$ cat config.mk
export PLATFORM = sky130hd
export DESIGN_NAME = hazard_control_unit
export DESIGN_NICKNAME = d
export VERILOG_FILES = /design/src/rtl/hazard_pkg.sv /design/src/rtl/sat_counter.sv /design/src/rtl/hazard_control_unit.sv
export SDC_FILE = /design/constraint.sdc
export NUM_CORES = 1
export LEC_CHECK = 0
export BUFFER_PORTS_ARGS = -buffer_cell sky130_fd_sc_hd__buf_2
export CAP_MARGIN = 20
export CORE_ASPECT_RATIO = 1.2
export CORE_MARGIN = 2
export CORE_UTILIZATION = 58
export CTS_CLUSTER_SIZE = 30
export DETAILED_ROUTE_END_ITERATION = 7
export GPL_ROUTABILITY_DRIVEN = 0
export PLACE_DENSITY = 0.87
export SKIP_CTS_REPAIR_TIMING = 1
export SLEW_MARGIN = 20
export SYNTH_ARGS = -nofsm -noshare
export SYNTH_HDL_FRONTEND = slang
export SYNTH_HIERARCHICAL = 1
export SYNTH_SLANG_ARGS = --single-unit
$ cat constraint.sdc
create_clock -name clk -period 8.4 [get_ports clk]
set_input_delay 0.42 -clock clk [delete_from_list [all_inputs] [get_ports clk]]
set_output_delay 0.42 -clock clk [all_outputs]
set_load 0.1 [all_outputs]
$ cat src/rtl/hazard_pkg.sv
// Shared types and constants for the pipeline hazard controller.
package hazard_pkg;

   typedef enum logic [1:0] {
      RUN        = 2'd0,
      LOAD_STALL = 2'd1,
      MEM_WAIT   = 2'd2
   } hz_state_e;

   localparam logic [4:0] REG_ZERO = 5'd0;

   // Wide enough for LOAD_USE_BUBBLES-1 with LOAD_USE_BUBBLES up to 4.
   localparam int BUB_W = 2;

   function automatic logic reg_match(input logic uses, input logic [4:0] rs, input logic [4:0] rd);
      return uses && (rs == rd);
   endfunction

endpackage

$ cat src/rtl/sat_counter.sv
// Up-counter that sticks at all-ones instead of wrapping.
module sat_counter #(
   parameter int W = 32
) (
   input  logic         clk,
   input  logic         rst,
   input  logic         inc,
   output logic [W-1:0] count
);

   logic [W-1:0] count_q;
   logic [W-1:0] count_d;

   // Next count: increment unless already saturated.
   always_comb begin
      count_d = count_q;
      if (inc && (count_q != {W{1'b1}})) begin
         count_d = count_q + {{(W-1){1'b0}}, 1'b1};
      end else begin
         count_d = count_q;
      end
   end

   // Count register.
   always_ff @(posedge clk) begin
      if (rst) begin
         count_q <= '0;
      end else begin
         count_q <= count_d;
      end
   end

   assign count = count_q;

endmodule

$ cat src/rtl/hazard_control_unit.sv
// Stall/flush controller: load-use bubbles, taken-branch squash and
// data-memory wait freeze, with saturating performance counters.
module hazard_control_unit
   import hazard_pkg::*;
#(
   parameter int LOAD_USE_BUBBLES = 1,
   parameter int MEM_TIMEOUT      = 64,
   parameter int CNT_W            = 32
) (
   input  logic             clk,
   input  logic             rst,
   input  logic [4:0]       rs1_ID,
   input  logic [4:0]       rs2_ID,
   input  logic             uses_rs1_ID,
   input  logic             uses_rs2_ID,
   input  logic [4:0]       rd_EX,
   input  logic             mem_read_EX,
   input  logic             branch_taken_EX,
   input  logic             dmem_req_MEM,
   input  logic             dmem_ready,
   output logic             stall_IF,
   output logic             stall_ID,
   output logic             bubble_EX,
   output logic             flush_ID,
   output logic             freeze,
   output logic             mem_timeout,
   output logic [CNT_W-1:0] stall_cycles,
   output logic [CNT_W-1:0] flush_count
);

   localparam int WAIT_W = $clog2(MEM_TIMEOUT + 1);

   hz_state_e          state_q, state_d;
   logic [BUB_W-1:0]   rem_q, rem_d;
   logic               mem_timeout_q, mem_timeout_d;
   logic [WAIT_W-1:0]  wait_cnt_s;
   logic               luh_s, mw_s;
   logic               stall_s, bubble_s, flush_s, freeze_s;

   assign luh_s = mem_read_EX && (rd_EX != REG_ZERO) &&
                  (reg_match(uses_rs1_ID, rs1_ID, rd_EX) || reg_match(uses_rs2_ID, rs2_ID, rd_EX));
   assign mw_s  = dmem_req_MEM && !dmem_ready;

   // Next state and Mealy controls; memory wait outranks branch outranks load-use.
   always_comb begin
      state_d  = state_q;
      rem_d    = rem_q;
      stall_s  = 1'b0;
      bubble_s = 1'b0;
      flush_s  = 1'b0;
      freeze_s = 1'b0;
      if (rst) begin
         state_d = RUN;
         rem_d   = '0;
      end else if (mw_s) begin
         freeze_s = 1'b1;
         state_d  = MEM_WAIT;
         rem_d    = '0;
      end else if (branch_taken_EX) begin
         flush_s  = 1'b1;
         bubble_s = 1'b1;
         state_d  = RUN;
         rem_d    = '0;
      end else begin
         case (state_q)
            LOAD_STALL: begin
               stall_s  = 1'b1;
               bubble_s = 1'b1;
               rem_d    = rem_q - BUB_W'(1);
               if (rem_q <= BUB_W'(1)) begin
                  state_d = RUN;
               end else begin
                  state_d = LOAD_STALL;
               end
            end
            default: begin
               // RUN, and the release cycle of MEM_WAIT, follow the same rules.
               state_d = RUN;
               if (luh_s) begin
                  stall_s  = 1'b1;
                  bubble_s = 1'b1;
                  if (LOAD_USE_BUBBLES > 1) begin
                     state_d = LOAD_STALL;
                     rem_d   = BUB_W'(LOAD_USE_BUBBLES - 1);
                  end else begin
                     rem_d   = '0;
                  end
               end else begin
                  rem_d = '0;
               end
            end
         endcase
      end
   end

   // The wait counter holds the length of the current wait after this edge.
   always_comb begin
      if (mw_s && (wait_cnt_s >= WAIT_W'(MEM_TIMEOUT - 1))) begin
         mem_timeout_d = 1'b1;
      end else begin
         mem_timeout_d = mem_timeout_q;
      end
   end

   // State, bubble countdown and sticky timeout registers.
   always_ff @(posedge clk) begin
      if (rst) begin
         state_q       <= RUN;
         rem_q         <= '0;
         mem_timeout_q <= 1'b0;
      end else begin
         state_q       <= state_d;
         rem_q         <= rem_d;
         mem_timeout_q <= mem_timeout_d;
      end
   end

   sat_counter #(.W(WAIT_W)) u_wait_cnt (
      .clk   (clk),
      .rst   (rst || !mw_s),
      .inc   (mw_s),
      .count (wait_cnt_s)
   );

   sat_counter #(.W(CNT_W)) u_stall_cnt (
      .clk   (clk),
      .rst   (rst),
      .inc   (stall_s || freeze_s),
      .count (stall_cycles)
   );

   sat_counter #(.W(CNT_W)) u_flush_cnt (
      .clk   (clk),
      .rst   (rst),
      .inc   (flush_s),
      .count (flush_count)
   );

   assign stall_IF    = stall_s;
   assign stall_ID    = stall_s;
   assign bubble_EX   = bubble_s;
   assign flush_ID    = flush_s;
   assign freeze      = freeze_s;
   assign mem_timeout = mem_timeout_q;

endmodule

Word level (Yosys, flattened, before mapping)
Index checks and enable logic that the tools add are counted.
Storage, ports and cells
  flip-flop bits (word level): 76
  bits of input ports: 23
  output and inout port bits: 70
  word-level logic and storage cells: 53
Operators by class
  add/subtract/negate cells: 4
  magnitude comparators: 2
  eq/ne operators: 6
  mux-type cells: 17
  bitwise operators: 1
  reduce and logical (&&, ||, !) cells: 16
Operator list (count)
  $add 32x1->32 const B: 2
  $ne 32x32->1 const B: 2
  $mux 1: 14
  $eq 5x5->1: 2
  $logic_and 1x1->1: 9
  $add 7x1->7 const B: 1
  $ge 7x6->1 const B: 1
  $ne 7x7->1 const B: 1
  $mux 2: 3
  $reduce_bool 5->1: 1
  $reduce_or 4->1: 1
  $logic_or 1x1->1: 3
  $eq 2x1->1 const B: 1
  $le 2x1->1 const B: 1
  $logic_not 1->1: 2
  $sub 2x1->2 const B: 1
  $not 1->1: 1

Longest topological paths before layout
Gate-level depths: netlist of run 1.
  depth in word-level cells: 11
  depth in mapped cells: 9
  depth with buffers taken out: 9

Modules after synthesis
Netlist of run 1, hierarchy kept.
Modules (own cells, without submodules)
  sat_counter (u_flush_cnt ...): times used 2, cells each 199, area an instance 1674.1 µm², sequential area each 640.6 µm²
  hazard_control_unit: times used 1, cells each 48, area an instance 391.6 µm², sequential area each 100.1 µm²
  sat_counter (u_wait_cnt): times used 1, cells each 37, area an instance 350.3 µm², sequential area each 140.1 µm²

Least setup slack after synthesis of run 1
Ideal clock, no wire load.
  path kind: input to output
  from: in rd_EX[3]
  to: out stall_IF
  arrival: 4843 ps
  data required time: 7980 ps
  slack: 3137 ps
  stages on the path: 5
  buffers on the path: 1
  cell sequence: xor2_1 nor4_2 a32oi_1 o41ai_1 buf_4
On the way
  longest elaborated chain between the ends: 9
  elaborated cells on any way between the ends: 13
  classes of those cells: 2 x eq/ne; 5 x mux; 6 x reduce/logical
Ends and longest elaborated chain
  start, declared: line hazard_control_unit.sv:16  | input logic [4:0] rd_EX,
  $eq 5x5->1: line hazard_pkg.sv:16  | return uses && (rs == rd);
  $logic_and 1x1->1: line hazard_pkg.sv:16
  $logic_or 1x1->1: line hazard_control_unit.sv:41  | (reg_match(uses_rs1_ID, rs1_ID, rd_EX) || reg_match(uses_rs2_ID, rs2_ID, rd_EX));
  $logic_and 1x1->1 *: line hazard_control_unit.sv:40  | assign luh_s = mem_read_EX && (rd_EX != REG_ZERO) &&
  $mux 1 *: line hazard_control_unit.sv:79  | if (luh_s) begin
  $mux 1 *: line hazard_control_unit.sv:65  | case (state_q)
  $mux 1 *: line hazard_control_unit.sv:59  | end else if (branch_taken_EX) begin
  $mux 1 *: line hazard_control_unit.sv:55  | end else if (mw_s) begin
  $mux 1 *: line hazard_control_unit.sv:52  | if (rst) begin
  end, declared: line hazard_control_unit.sv:21  | output logic stall_IF,
Mark *: on every way between the ends. The rest lies on a longest branch, timed or not.

Final worst setup path of run 1
  from: in rd_EX[3]
  to: reg u_stall_cnt.count_q[31] (netlist: u_stall_cnt/count[31])
On the way
  longest elaborated chain between the ends: 11
  elaborated cells on any way between the ends: 15
  classes of those cells: 2 x eq/ne; 5 x mux; 8 x reduce/logical
Ends and longest elaborated chain
  $eq 5x5->1: line hazard_pkg.sv:16
  $logic_and 1x1->1: line hazard_pkg.sv:16
  $logic_or 1x1->1: line hazard_control_unit.sv:41
  $logic_and 1x1->1 *: line hazard_control_unit.sv:40
  $mux 1 *: line hazard_control_unit.sv:79
  $mux 1 *: line hazard_control_unit.sv:65
  $mux 1 *: line hazard_control_unit.sv:59
  $mux 1 *: line hazard_control_unit.sv:55
  $mux 1 *: line hazard_control_unit.sv:52
  $logic_or 1x1->1 *: line hazard_control_unit.sv:128  | .inc (stall_s || freeze_s),
  $logic_and 1x1->1 *: line sat_counter.sv:17  | if (inc && (count_q != {W{1'b1}})) begin
  end signal, assigned: line sat_counter.sv:29  | count_q <= count_d;
  end, declared: line sat_counter.sv:11  | logic [W-1:0] count_q;
Marked as above.
A chain may end at the register's enable or synchronous reset.

==> impl_metrics.env, run 1 <==
export IMPL_grt_pass1_wl_mm=16.7
export IMPL_grt_ovfl_total=0
export IMPL_synth_top_cell_area_share_pct=37.2
export IMPL_multiInputGateArea_um2=2450
export IMPL_worst_pin_slew_ns=0.942
export IMPL_cts_sinks=76
export IMPL_crit_family="simple AND/OR/NAND/NOR gates"
export IMPL_r2r_cells=8
export IMPL_synth_area_leaders="dfxtp_1 (37%), a21oi_1 (5.6%), o31ai_1 (4.6%)"
export IMPL_path_clk_slew_ns=0.08
export IMPL_ant_nets=0
export IMPL_worstSetupStartpointType="primary input"
export IMPL_n_antenna_cell=0
export IMPL_ys_seq_area_share_pct=37.2
export IMPL_yosysTopAreaCell="dfxtp_1"
export IMPL_wl_per_cell_um=15.8
export IMPL_p_leak_nw=1.79
export IMPL_irDropWorstVdd_mv=0.0834
export IMPL_first_iter_violations=199
export IMPL_async_flop_share_pct=0
export IMPL_grt_pass1_vias=3735
export IMPL_synthMuxAreaShare_pct=2.39
export IMPL_dp_hpwl_mm=7.31
export IMPL_viasPerCell=6.37
export IMPL_drt_wl_total_mm=10.3
export IMPL_holdPathStages=3
export IMPL_cp_depth=10
export IMPL_cts_path_max_buffers=2
export IMPL_syn_area_per_cell_um2=8.47
export IMPL_synth_edf_count=0
export IMPL_firstDrtPassIters=5
export IMPL_syn_to_final_growth_pct=18.4
export IMPL_slowest_stage="o41ai_1"
export IMPL_whs_ns=0.433
export IMPL_power_density_nw_per_um2=158
export IMPL_num_fill_cells=549
export IMPL_antenna_found_initial=0
export IMPL_layout_drive_gt1_share_pct=23.1
export IMPL_cts_tree="yes"
export IMPL_finalSetupViolCount=0
export IMPL_synthXorXnorAreaFrac_pct=5.14
export IMPL_hold_viol=0
export IMPL_gr_usage_all_layers_pct=27.1
export IMPL_synthDistinctLibCells=49
export IMPL_fp_coreArea_um2=6850
export IMPL_rows=33
export IMPL_rsz0062_at_grt="false"
export IMPL_syn_num_nets=510
export IMPL_regArea_um2=1520
export IMPL_fin_skew_ns=0.00953
export IMPL_cp_required_ns=8.64
export IMPL_synthAdderAreaFrac_pct=1.22
export IMPL_fin_ws_ns=4.61
export IMPL_initial_utilization_pct=59.7
export IMPL_die_area_um2=7740
export IMPL_end_kind="flip-flop"
export IMPL_crit_chain="buf_2, xor2_1, nor4_2, a32oi_1, o41ai_1, nand4_1, nor4_2, nand4_1, nor4_1, mux2_2"
export IMPL_synth_simple_area_share_pct=31.8
export IMPL_period_minus_slack_ns=3.79
export IMPL_final_cells=655
export IMPL_port_buffers=92
export IMPL_postLayoutCellArea_um2=4840
export IMPL_critPathMaxFanout=10
export IMPL_grt_max_degree=42
export IMPL_die_w_um=80.7
export IMPL_vias=4172
export IMPL_placed_cells=640
export IMPL_synth_warnings=6
export IMPL_synth_flop_cell="dfxtp_1"
export IMPL_drc=0
export IMPL_cts_root_buffer="clkbuf_8"
export IMPL_drv_slew=0
export IMPL_power_uw=763
export IMPL_fin_tns_setup_ns=0
export IMPL_utilization_pct=70.7
export IMPL_nets=591
export IMPL_ios=93
export IMPL_h_tree_depth=3
export IMPL_fin_crit_sh_pct=45.1
export IMPL_maxCapViolCount=0
export IMPL_synth_top_family_by_area="simple AND/OR/NAND/NOR gates"
export IMPL_arrival_ns=4.03
export IMPL_syn_inst=483
export IMPL_ys_seq_elements=76
export IMPL_syn_area_um2=4090
export IMPL_clock_latency_ns=0.35
export IMPL_cpPeakStageDelay_ns=0.85
export IMPL_slew_headroom_pct=36.4
export IMPL_critPathBufInv=1
export IMPL_die_y_um=96.0
export IMPL_cts_buffers=9
export IMPL_synth_compound_area_share_pct=18.8
export IMPL_place_area_um2=4580
export IMPL_critPathKind="primary input to flip-flop"
export IMPL_dp_slack_ns=4.34
export IMPL_status="completed"
export IMPL_hold_class="primary input to flip-flop"
export IMPL_fmax_mhz=264
==> worst reg2reg max path, stage by stage, from the launching register on <==
cell and delay, ns:
dfxtp_1 0.30, nor2b_1 0.25, a21oi_1 0.12, o41ai_1 0.19, nand4_1 0.51, nor4_2 0.62
nand4_1 0.19, nor4_1 0.33, mux2_2 0.38
==> power breakdown <==
part | leakage, nW | switching (mW) | internal [mW] | total [mW]
combinational | 1.05 | 0.0290 | 0.0121 | 0.0411
clock | 0.126 | 0.134 | 0.225 | 0.359
sequential | 0.612 | 0.00161 | 0.361 | 0.363
total | 1.79 | 0.164 | 0.599 | 0.763
==> layout by cell type (no fill, tap or decap), types with 3 or more instances in the layout <==
master	Yosys	routed
or2_2	3	3
nor2b_1	10	10
nand3_1	26	26
clkbuf_8	0	9
mux2_1	4	4
mux2i_1	3	3
o21ai_0	17	17
o21bai_1	3	3
dfxtp_1	76	76
nor4_1	9	7
inv_1	8	8
nor2_1	35	35
nand4_1	22	22
xnor2_1	14	14
a21oi_1	46	46
or3_1	20	20
nor3b_1	4	4
buf_4	1	3
buf_2	6	92
bufinv_16	0	4
and3_1	9	9
xor2_1	10	10
ha_1	4	4
and2_1	3	3
and4_1	8	8
a211oi_1	4	4
a31oi_1	5	5
nor3_1	6	6
nand2_1	25	25
or4_1	25	25
nor4_2	3	4
o31ai_1	25	25
nand2b_1	4	4
a2111oi_0	4	4
==> worst paths after layout <==
| check | from | end | slack (ns) |
|---|---|---|---|
| worst max-delay path | rd_EX[3] | u_stall_cnt/count[31]$_SDFFE_PP0P_ | 4.61 |
| worst max register to register | state_q[0]$_SDFF_PP0_ | u_stall_cnt/count[31]$_SDFFE_PP0P_ | 5.40 |
| worst min register to register | rem_q[0]$_SDFF_PP0_ | rem_q[0]$_SDFF_PP0_ | 0.44 |
| worst min-delay path | dmem_ready | state_q[1]$_SDFF_PP0_ | 0.43 |
==> layer usage <==
metal / global-route usage, % / up-vias / share of wire (%)
met5: 0 / - / 0
met3: 4.60 / 21 / 6.0
met4: 11.9 / 0 / 1.8
li1: - / 2001 / -
met2: 49.4 / 172 / 51
met1: 30.8 / 1978 / 41
==> cell type report <==
cell class	count	share of cell area [%]
clock buffer	10	2.63
clock inverter	5	2.58
multi-input combinational	374	50.5
inverter	8	0.620
tap	87	2.25
timing repair buffer	95	9.97
sequential	76	31.4
==> flip-flops by register name, indices dropped and copies added, names as in the netlist <==
| register | count |
|---|---|
| u_wait_cnt/count | 7 |
| mem_timeout | 1 |
| u_flush_cnt/count | 32 |
| u_stall_cnt/count | 32 |
| rem_q | 2 |
| state_q | 2 |
==> cells by family (layout without fill, tap and decap cells) <==
logic type	after synthesis	in the layout
AND/OR/NAND/NOR	221	221
AO/OA/AOI/OAI	116	116
flip-flops	76	76
buffers and inverters	33	118
XOR/XNOR	24	24
multiplexers	9	9
adder cells (fa/ha/maj)	4	4
==> Yosys cell counts (all sizes together), types with 6 or more instances <==
master   n
buf      9
nand4   22
mux2     6
nand2   25
or4     25
and4     8
xor2    10
nor3     6
nor2b   10
o21ai   17
dfxtp   76
clkbuf  16
and3    11
a21oi   46
nor2    35
nor4    12
o31ai   25
nand3   28
inv      8
or3     22
xnor2   14
Note: power is estimated with default switching activity, not from simulation.
==> inputs of run 2 (changes only) <==
Settings changed: CORE_UTILIZATION 58 to 49, PLACE_DENSITY 0.87 to 0.78.
Clock period 8.4 ns to 3.1 ns, I/O delays scaled along.
==> run 2 against run 1 <==
Effect of this change: global-route usage is 4.9 points lower; setup slack lost 4.0 ns; hold slack lost 0.19 ns; clock skew is 0.0026 ns higher; critical path type unchanged; critical endpoint is now u_stall_cnt/count[29]$_SDFFE_PP0P_; highest routed layer unchanged.
==> impl_metrics.env, run 2 (same netlist as run 1, synthesis figures left out) <==
export IMPL_cts_tree="yes"
export IMPL_slew_headroom_pct=52.3
export IMPL_worst_pin_slew_ns=0.710
export IMPL_final_cells=676
export IMPL_hold_viol=0
export IMPL_layout_drive_gt1_share_pct=25.3
export IMPL_cp_required_ns=3.37
export IMPL_drt_wl_total_mm=10.0
export IMPL_rsz0062_at_grt="false"
export IMPL_grt_pass1_vias=3777
export IMPL_status="completed"
export IMPL_gr_usage_all_layers_pct=22.2
export IMPL_ios=93
export IMPL_cts_root_buffer="clkbuf_8"
export IMPL_fin_skew_ns=0.0121
export IMPL_drc=0
export IMPL_initial_utilization_pct=50.4
export IMPL_h_tree_depth=3
export IMPL_first_iter_violations=173
export IMPL_ant_nets=0
export IMPL_irDropWorstVdd_mv=0.287
export IMPL_p_leak_nw=1.81
export IMPL_port_buffers=92
export IMPL_cts_sinks=76
export IMPL_path_clk_slew_ns=0.07
export IMPL_critPathKind="primary input to flip-flop"
export IMPL_utilization_pct=60.1
export IMPL_rows=36
export IMPL_cts_buffers=9
export IMPL_die_area_um2=9100
export IMPL_power_mw=1.75
export IMPL_grt_pass1_wl_mm=16.7
export IMPL_fmax_mhz=400
export IMPL_syn_to_final_growth_pct=19.2
export IMPL_arrival_ns=2.78
export IMPL_period_minus_slack_ns=2.50
export IMPL_die_y_um=104
export IMPL_fin_crit_sh_pct=80.7
export IMPL_nets=605
export IMPL_firstDrtPassIters=4
export IMPL_vias=4067
export IMPL_hold_class="primary input to flip-flop"
export IMPL_grt_ovfl_total=0
export IMPL_drv_slew=0
export IMPL_viasPerCell=6.02
export IMPL_final_cell_mix="buf_2 (92), dfxtp_1 (76), a21oi_1 (46)"
export IMPL_n_antenna_cell=0
export IMPL_antenna_found_initial=0
export IMPL_finalSetupViolCount=0
export IMPL_dp_hpwl_mm=7.23
export IMPL_cts_path_max_buffers=2
export IMPL_whs_ns=0.240
export IMPL_wl_per_cell_um=14.8
export IMPL_placed_cells=662
export IMPL_grt_max_degree=38
export IMPL_end_kind="flip-flop"
export IMPL_die_w_um=87.4
export IMPL_fp_coreArea_um2=8110
export IMPL_clock_latency_ns=0.35
export IMPL_power_density_nw_per_um2=359
export IMPL_multiInputGateArea_um2=2460
export IMPL_worstSetupStartpointType="primary input"
export IMPL_critPathMaxFanout=5
export IMPL_num_fill_cells=747
export IMPL_final_common_cell="buf_2"
export IMPL_regArea_um2=1520
export IMPL_maxCapViolCount=0
## run 2: routing by layer
| metal | track usage (%) | share of wire [%] | up-vias |
|---|---|---|---|
| met5 | 0 | 0 | - |
| met4 | 7.47 | 1.2 | 0 |
| met3 | 6.35 | 5.9 | 14 |
| met2 | 38.0 | 50 | 118 |
| met1 | 26.0 | 43 | 1896 |
| li1 | - | - | 2039 |
## run 2: final cells by class
class,count,share of cell area (%)
clock buffer,11,2.90
clock inverter,3,0.308
inverter,8,0.616
multi-input combinational,374,50.5
sequential,76,31.2
tap,95,2.44
timing repair buffer,109,12.1
## run 2: critical path: stages
cell and delay (ns):
buf_2 0.12, xor2_1 0.16, nor4_2 0.26, a32oi_1 0.19, o41ai_1 0.34, buf_4 0.20, nand4_1 0.19, nor4_2 0.31
buf_4 0.19, nand4_1 0.10, or4_1 0.42, a21oi_1 0.15
## run 2: stage by stage
stage	setup TNS [ns]	setup WS (ns)	cell area, um^2
after global routing	0	0.340	4880
after CTS	0	0.611	4880
after detailed placement	0	0.247	4720
final	0	0.598	4880
after floorplan	-0.262	-0.137	4110
after global placement	0	0.331	4720
## run 2: worst paths after layout
| kind | depth (start not counted) | startpoint | endpoint | slack, ns |
|---|---|---|---|---|
| hold reg to reg | 1 | rem_q[0]$_SDFF_PP0_ | rem_q[0]$_SDFF_PP0_ | 0.42 |
| setup reg to reg | 10 | state_q[0]$_SDFF_PP0_ | u_stall_cnt/count[29]$_SDFFE_PP0P_ | 0.76 |
| hold / removal | 3 | branch_taken_EX | rem_q[1]$_SDFF_PP0_ | 0.24 |
| setup / recovery | 12 | rd_EX[3] | u_stall_cnt/count[29]$_SDFFE_PP0P_ | 0.60 |
## run 2: where the power goes
| group | total (mW) | switching, mW | leakage [nW] | internal [mW] |
|---|---|---|---|---|
| Clock | 0.649 | 0.349 | 0.0848 | 0.300 |
| Combinational | 0.117 | 0.0809 | 1.11 | 0.0362 |
| Sequential | 0.983 | 0.00407 | 0.612 | 0.979 |
==> inputs of run 3 (changes only) <==
Clock period 3.1 ns to 2.1 ns, I/O delays scaled along.
==> run 3 against run 2 <==
Effect of this change: the run now ends with negative setup slack left; largest cell class unchanged; first-iteration DRC count fell by 35%; cell count rose by 6.7%; clock power rose by 80%; cell area rose by 21%; via count rose by 6.7%; setup slack got worse by 0.81 ns; sequential cell count did not move; sequential share of layout area fell by 1.8 points.
==> impl_metrics.env, run 3 (same netlist as run 1, synthesis figures left out) <==
export IMPL_status="finished, violations left"
export IMPL_violations="negative setup slack"
export IMPL_whs_ns=0.205
export IMPL_clock_latency_ns=0.35
export IMPL_grt_max_degree=38
export IMPL_p_sw_uw=670
export IMPL_path_clk_slew_ns=0.07
export IMPL_rsz0062_at_grt="true"
export IMPL_ios=93
export IMPL_worstHoldStart="dmem_ready"
export IMPL_port_buffers=92
export IMPL_dp_hpwl_mm=8.24
export IMPL_cts_path_max_buffers=2
export IMPL_gr_usage_all_layers_pct=25.2
export IMPL_viasPerCell=6.02
export IMPL_cts_root_buffer="clkbuf_8"
export IMPL_pwr_share_clk_pct=42.1
export IMPL_grt_ovfl_total=0
export IMPL_swShare_pct=24.1
export IMPL_fp_coreArea_um2=8110
export IMPL_p_int_mw=2.10
export IMPL_worst_pin_slew_ns=0.512
export IMPL_drt_wl_total_mm=11.3
export IMPL_end_kind="flip-flop"
export IMPL_r2r_cells=9
export IMPL_maxCapViolCount=0
export IMPL_holdPathEnd="state_q[1]$_SDFF_PP0_"
export IMPL_vias=4339
export IMPL_drv_slew=0
export IMPL_fin_crit_sh_pct=110
export IMPL_fin_tns_setup_ns=-0.991
export IMPL_final_common_cell="buf_2"
export IMPL_layout_drive_gt1_share_pct=47.8
export IMPL_worstSetupStartpointType="primary input"
export IMPL_holdPathStages=4
export IMPL_r2r_start="state_q[0]$_SDFF_PP0_"
export IMPL_fmax_mhz=432
export IMPL_die_area_um2=9100
export IMPL_critPathMaxFanout=3
export IMPL_nets=648
export IMPL_cts_buffers=9
export IMPL_place_area_um2=5480
export IMPL_rows=36
export IMPL_cp_required_ns=2.38
export IMPL_r2r_setup_slack_ns=-0.17
export IMPL_utilization_pct=72.6
export IMPL_grt_pass1_wl_mm=18.9
export IMPL_arrival_ns=2.59
export IMPL_fin_skew_ns=0.00856
export IMPL_initial_utilization_pct=50.4
export IMPL_p_leak_nw=2.24
export IMPL_hold_class="primary input to flip-flop"
export IMPL_antenna_found_initial=0
export IMPL_ant_nets=0
export IMPL_n_antenna_cell=0
export IMPL_fin_ws_ns=-0.215
export IMPL_irDropWorstVdd_mv=0.441
export IMPL_die_w_um=87.4
export IMPL_finalSetupViolCount=8
export IMPL_critPathKind="primary input to flip-flop"
export IMPL_die_y_um=104
export IMPL_postLayoutCellArea_um2=5880
export IMPL_r2r_end="u_stall_cnt/count[23]$_SDFFE_PP0P_"
export IMPL_slew_headroom_pct=66.1
export IMPL_cts_tree="yes"
export IMPL_cts_sinks=76
export IMPL_wl_per_cell_um=15.7
export IMPL_power_frac_comb_pct=7.9
export IMPL_syn_to_final_growth_pct=43.8
export IMPL_power_density_nw_per_um2=472
export IMPL_firstDrtPassIters=4
export IMPL_first_iter_violations=112
export IMPL_period_minus_slack_ns=2.32
export IMPL_grt_pass1_vias=4233
export IMPL_h_tree_depth=3
export IMPL_drc=0
export IMPL_final_cell_mix="buf_2 (85), buf_4 (57), dfxtp_4 (51)"
export IMPL_power_frac_seq_pct=50.0
export IMPL_hold_viol=0
run 3: metal layers:
layer / global-route usage (%) / vias up / wire length, um
met5: 0 / - / 0
met4: 10.5 / 0 / 182
met3: 4.60 / 13 / 530
met2: 44.3 / 114 / 6070
met1: 29.2 / 2094 / 4550
li1: - / 2118 / -
run 3: area by class of cell:
cell class,instances,area (um^2)
well taps,95,119
clock buffers,12,165
clock inverters,4,46.3
inverters,8,30.0
fillers,602,2220
flip-flops and latches,76,1730
repair buffers,152,1010
multi-input cells,374,2780
run 3: worst max-delay path by stage:
stage / start / to / slack (ns) / cells after the start
final: rs1_ID[3] / u_stall_cnt/count[23]$_SDFFE_PP0P_ / -0.22 / 11
after floorplan: rd_EX[3] / u_stall_cnt/count[31]$_SDFFE_PP0P_ / -0.52 / 9
after CTS: rd_EX[3] / u_stall_cnt/count[29]$_SDFFE_PP0P_ / -0.26 / 11
after global placement: rd_EX[3] / u_stall_cnt/count[29]$_SDFFE_PP0P_ / -0.51 / 11
after global routing: rs1_ID[3] / u_stall_cnt/count[23]$_SDFFE_PP0P_ / -0.40 / 11
after detailed placement: rd_EX[3] / u_stall_cnt/count[29]$_SDFFE_PP0P_ / -0.65 / 11
run 3: critical path, stage by stage:
cell,delay [ns]
buf_6,0.10
xor2_2,0.16
nor4_2,0.29
a32oi_2,0.19
o41ai_4,0.27
nand4_1,0.26
nor4_4,0.32
buf_4,0.19
nand3_4,0.06
or4_4,0.53
a21oi_2,0.12
run 3: power groups by stage:
stage	registers, mW	logic (mW)	clock network (mW)
after floorplan	1.45	0.102	0
after global placement	1.42	0.203	0
after detailed placement	1.42	0.209	0
after CTS	1.39	0.210	1.20
after global routing	1.39	0.234	1.27
final	1.39	0.218	1.17
run 3: per-stage QoR:
step	setup WS [ns]	power (mW)	std cells
floorplan	-0.521	1.55	483
global route	-0.401	2.89	721
CTS	-0.260	2.80	715
finish	-0.215	2.77	721
global placement	-0.511	1.62	699
detailed placement	-0.649	1.63	699
